## src/rtl/bc_drive_route.sv

```systemverilog
`default_nettype none
// +--------------------------------------------------------------------------+
// | Module   : bc_drive_route                                                |
// | Purpose  : Bus-connect datapath for the program sequencer. Captures the  |
// |            source operand into the bus data register (DRR), delivers the |
// |            destination operand (DM read data, DRR or immediate) to the   |
// |            write-back side, runs the DM-write req/ack handshake and      |
// |            raises a stall while a DM access is outstanding.              |
// | Ports    : clk, rst_n (async, active-low)                                |
// |            ps_bc_drr_slct, ps_bc_di_slct, ps_dm_wr, ps_imm  - sequencer  |
// |            xb_dt, ps_stk_dt, dg_dt                          - DRR srcs   |
// |            dm_rd_dt, dm_rd_vld, dm_wr_ack                   - DM side    |
// |            bc_dm_wr_req, bc_dm_wr_dt                        - DM write   |
// |            bc_dt, bc_dt_vld, bc_stall                       - results    |
// | Config   : BC_OUT_REG_EN - register bc_dt / bc_dt_vld (one extra cycle)  |
// | Revision : 1.0 - initial release                                         |
// +--------------------------------------------------------------------------+
module bc_drive_route #(
  parameter int DW = 16
) (
  input  logic          clk,
  input  logic          rst_n,
  input  logic [1:0]    ps_bc_drr_slct,
  input  logic [1:0]    ps_bc_di_slct,
  input  logic          ps_dm_wr,
  input  logic [DW-1:0] ps_imm,
  input  logic [DW-1:0] xb_dt,
  input  logic [DW-1:0] ps_stk_dt,
  input  logic [DW-1:0] dg_dt,
  input  logic [DW-1:0] dm_rd_dt,
  input  logic          dm_rd_vld,
  input  logic          dm_wr_ack,
  output logic          bc_dm_wr_req,
  output logic [DW-1:0] bc_dm_wr_dt,
  output logic [DW-1:0] bc_dt,
  output logic          bc_dt_vld,
  output logic          bc_stall
);

  typedef enum logic [1:0] {
    IDLE    = 2'd0,
    RD_WAIT = 2'd1,
    WR_WAIT = 2'd2
  } state_t;

  state_t        state;
  logic [DW-1:0] drr_reg;
  logic [DW-1:0] imm_reg;
  logic          wr_pend;

  // Operation in flight this cycle: a wait state owns the operation it
  // latched on entry, otherwise it is decoded fresh from the issue select.
  logic op_rd;
  logic op_wr;
  logic op_xfer;
  logic op_imm;

  always_comb begin
    op_rd   = 1'b0;
    op_wr   = 1'b0;
    op_xfer = 1'b0;
    op_imm  = 1'b0;
    case (state)
      IDLE: begin
        case (ps_bc_di_slct)
          2'b00:   op_rd = 1'b1;
          2'b01: begin
            op_wr   = wr_pend;
            op_xfer = ~wr_pend;
          end
          2'b10:   op_imm = 1'b1;
          default: ;
        endcase
      end
      RD_WAIT: op_rd = 1'b1;
      WR_WAIT: op_wr = 1'b1;
      default: ;
    endcase
  end

  logic          stall;
  logic          dt_vld_c;
  logic [DW-1:0] dt_c;

  // Outputs are forced low while reset is held so nothing escapes the
  // combinational issue decode during reset.
  assign stall    = rst_n & ((op_rd & ~dm_rd_vld) | (op_wr & ~dm_wr_ack));
  assign dt_vld_c = rst_n & ((op_rd & dm_rd_vld) | op_xfer | op_imm);

  always_comb begin
    dt_c = '0;
    if (dt_vld_c) begin
      if (op_rd)        dt_c = dm_rd_dt;
      else if (op_xfer) dt_c = drr_reg;
      else              dt_c = imm_reg;
    end
  end

  assign bc_stall     = stall;
  assign bc_dm_wr_req = rst_n & op_wr;
  assign bc_dm_wr_dt  = rst_n ? drr_reg : '0;

  // Single sequential block: FSM plus capture stage. Capture is frozen while
  // stalled, which also keeps drr_reg (the write data) stable in WR_WAIT.
  always_ff @(posedge clk or negedge rst_n) begin
    if (!rst_n) begin
      state   <= IDLE;
      drr_reg <= '0;
      imm_reg <= '0;
      wr_pend <= 1'b0;
    end else begin
      if (stall) state <= op_rd ? RD_WAIT : WR_WAIT;
      else       state <= IDLE;

      if (!stall) begin
        case (ps_bc_drr_slct)
          2'b00:   drr_reg <= xb_dt;
          2'b01:   drr_reg <= ps_stk_dt;
          2'b10:   drr_reg <= dg_dt;
          default: drr_reg <= drr_reg;
        endcase
        imm_reg <= ps_imm;
        wr_pend <= ps_dm_wr;
      end
    end
  end

`ifdef BC_OUT_REG_EN
  logic [DW-1:0] dt_q;
  logic          dt_vld_q;

  always_ff @(posedge clk or negedge rst_n) begin
    if (!rst_n) begin
      dt_q     <= '0;
      dt_vld_q <= 1'b0;
    end else begin
      dt_q     <= dt_c;
      dt_vld_q <= dt_vld_c;
    end
  end

  assign bc_dt     = dt_q;
  assign bc_dt_vld = dt_vld_q;
`else
  assign bc_dt     = dt_c;
  assign bc_dt_vld = dt_vld_c;
`endif

endmodule
`default_nettype wire

```

## config.mk

```make
export PLATFORM = sky130hd
export DESIGN_NAME = bc_drive_route
export DESIGN_NICKNAME = d
export VERILOG_FILES = /design/src/rtl/bc_drive_route.sv
export SDC_FILE = /design/constraint.sdc
export NUM_CORES = 1
export LEC_CHECK = 0
export BUFFER_PORTS_ARGS = -buffer_cell sky130_fd_sc_hd__buf_2
export CAP_MARGIN = 25
export CORE_AREA = 2 2 103 55
export CTS_BUF_LIST = sky130_fd_sc_hd__clkbuf_4
export DETAILED_ROUTE_END_ITERATION = 7
export DIE_AREA = 0 0 105 57
export PLACE_DENSITY = 0.81
export RECOVER_POWER = 50
export SKIP_CTS_REPAIR_TIMING = 1
export SYNTH_ARGS = -nofsm -noshare
export SYNTH_HDL_FRONTEND = slang
export SYNTH_SLANG_ARGS = --single-unit
```

## constraint.sdc

```tcl
create_clock -name clk -period 3 [get_ports clk]
set_input_delay 0.9 -clock clk [delete_from_list [all_inputs] [get_ports clk]]
set_output_delay 0.9 -clock clk [all_outputs]
set_load 0.05 [all_outputs]
```

==> results.toml <==
[status]
outcome = "finished with violations"
violations = "setup timing"

[finish]
drive_gt1_share_pct = 62.1
syn2layout_area_growth_pct = 64.4
diodes = 0
final_cell_area_mm2 = 0.00377
final_nets = 447
final_util_pct = 72.8

[sta]
setup_violations = 16
fin_crit_sh_pct = 106
drv_slew = 0
period_needed_ns = 3.19
worst_pin_slew_ns = 1.01
fin_ws_ns = -0.188
finalHoldViolCount = 0
slew_headroom_pct = 32.7
fin_skew_ns = 0.0139
max_freq_mhz = 314
rsz0062_at_grt = "true"

[floorplanning]
die_w_um = 105
dieArea_mm2 = 0.00599
fp-row-count = 19
die_h_um = 57
start_util_pct = 44.3
core_area_mm2 = 0.00518
io_pins = 124

[clock_network]
cts_buffer_depth = 2
cts_max_level = 2
cts_buffers = 5
ctsRootBufferMaster = "clkbuf_4"
clkLatencyLatePin_ns = 0.33
clk_transition_reported_paths_ns = 0.10
cts_tree = "yes"
clock_sinks = 35

[yosys]
syn_inst = 222
synth-simple-area-share_pct = 13.5
synth-warning-count = 0
synth_top_family_by_area = "multiplexers"
syn_area_mm2 = 0.00230
muxShareOfSynthArea_pct = 24.8
synthAdderAreaFrac_pct = 1.63
synth_nets = 314
synth_compound_area_share_pct = 16.8
yosysSeqAreaShare_pct = 38.1
synth-seq-cells = 35
synthDistinctLibCells = 26
syn_avg_cell_area_um2 = 10.3
synth_xor_area_share_pct = 0

[global_route]
overflow = 0
grt_max_degree = 37
grt_pass1_wl_um = 9940
antenna_found_initial = 0
grt_pass1_vias = 2016
grtUsageTotal_pct = 22.0

[run]
max_cap_viol_count = 0

[drt]
wl_per_cell_um = 17.8
via_count = 2256
routed_via_density = 5.26
antenna_left = 0
wirelength_um = 7640
drtIter0Drc = 118
dr.pass1.iters = 4
drcViolationCount = 0

[power]
irDropWorstVdd_v = 0.000176
p_leak_nw = 1.68
p_per_area_mw_per_mm2 = 409

[placement]
post_dp_cell_area_mm2 = 0.00330
routabilityCongestion = 0.837
port_buffers = 123
dpl.hpwl_um = 5370

[setup_path]
critPathKind = "input port to output pin"
worstPathArrival_ns = 2.29
cp_data_required_time_ns = 2.10
reg2reg_slack_ns = 0.73
startpoint_type = "input port"
crit_fanout = 5
endpoint_kind = "output pin"

[worst_hold_path]
worstHoldPathType = "register to register"
routing by layer:
metal | vias up | global-route usage (%) | part of all wire (%)
met4 | 0 | 5.71 | 1.1
met3 | 9 | 3.54 | 8.5
met2 | 114 | 32.7 | 46
li1 | 1054 | - | -
met1 | 1079 | 33.5 | 45
met5 | - | 0 | 0
cell families after synthesis:
logic type / after synthesis
mux: 49
flops: 35
simple gates: 61
buf+inv: 22
fa+ha+maj: 3
compound gates: 52
critical path, cell delays in order:
cell	delay, ns
buf_8	0.08
nand2b_4	0.05
buf_6	0.11
nor4_4	0.27
buf_6	0.17
buf_12	0.14
mux2i_4	0.08
a211oi_4	0.26
buf_6	0.20
final timing paths:
check / cells past startpoint / from / end
max reg2reg: 4 / state[1] / drr_reg[13]
min: 1 / imm_reg[2] / imm_reg[2]
max: 9 / ps_bc_di_slct[0] / bc_dt[10]
min in group asynchronous: 2 / rst_n / imm_reg[4]
max in group asynchronous: 3 / rst_n / drr_reg[13]
min reg2reg: 1 / imm_reg[2] / imm_reg[2]
power by group:
group / internal, mW / switching (mW)
Sequential: 0.527 / 0.0832
Clock: 0.0860 / 0.163
Combinational: 0.308 / 0.376
Total: 0.920 / 0.622
placed cells by master, fill, tap and decap left out, drive strengths merged:
| cell | Yosys | layout |
|---|---|---|
| nand2 | 16 | 16 |
| clkinv | 0 | 2 |
| buf | 7 | 138 |
| nor4 | 1 | 1 |
| mux2 | 33 | 33 |
| nor2 | 20 | 20 |
| dfrtp | 35 | 35 |
| inv | 5 | 5 |
| or2 | 1 | 1 |
| or3 | 1 | 1 |
| nor3 | 1 | 1 |
| clkbuf | 10 | 10 |
| nor3b | 2 | 2 |
| and3b | 1 | 1 |
| and2 | 16 | 16 |
| mux2i | 16 | 16 |
| o31ai | 1 | 1 |
| o21ai | 17 | 17 |
| o21ba | 1 | 1 |
| clkinvlp | 0 | 1 |
| ha | 3 | 3 |
| a22oi | 16 | 16 |
| nand2b | 2 | 2 |
| a211oi | 16 | 16 |
| o311ai | 1 | 1 |
stage by stage:
step / total power, mW / hold WS, ns / cells / setup TNS (ns) / worst slack (ns)
floorplan: 1.00 / 0.479 / 222 / -2.46 / -0.210
global placement: 1.17 / 0.488 / 417 / -3.59 / -0.245
detailed placement: 1.19 / 0.493 / 417 / -4.45 / -0.308
CTS: 1.43 / 0.517 / 425 / -4.50 / -0.312
global route: 1.62 / 0.596 / 429 / -3.36 / -0.231
finish: 1.54 / 0.572 / 429 / -2.54 / -0.188
synthesized netlist by cell type:
cell type  count  area, um2
nor2_1        20       75.1
o21ba_2        1       10.0
nand2b_1       2       12.5
mux2i_1       16        160
nand2_1       16       60.1
nor4_4         1       21.3
buf_2          3       15.0
buf_6          4       45.0
inv_1          5       18.8
ha_1           3       37.5
and2_1        16        100
a211oi_1      16        120
o21ai_2        1       8.76
nor3b_1        2       15.0
clkbuf_1      10       37.5
o21ai_0       16       80.1
dfrtp_1       35        876
nor3_1         1       5.00
and3b_1        1       8.76
mux2_4        10        150
or2_2          1       6.26
mux2_2        23        259
a22oi_1       16        120
o31ai_4        1       21.3
o311ai_4       1       26.3
or3_1          1       6.26
area by class of cell:
class,count,area [um2]
well taps,73,91.3
clock inverters,3,15.0
repair buffers,143,1000
fillers,382,1410
flip-flops and latches,35,876
inverters,5,18.8
multi-input cells,165,1730
clock buffers,5,37.5
(Power assumes the default switching activity.)
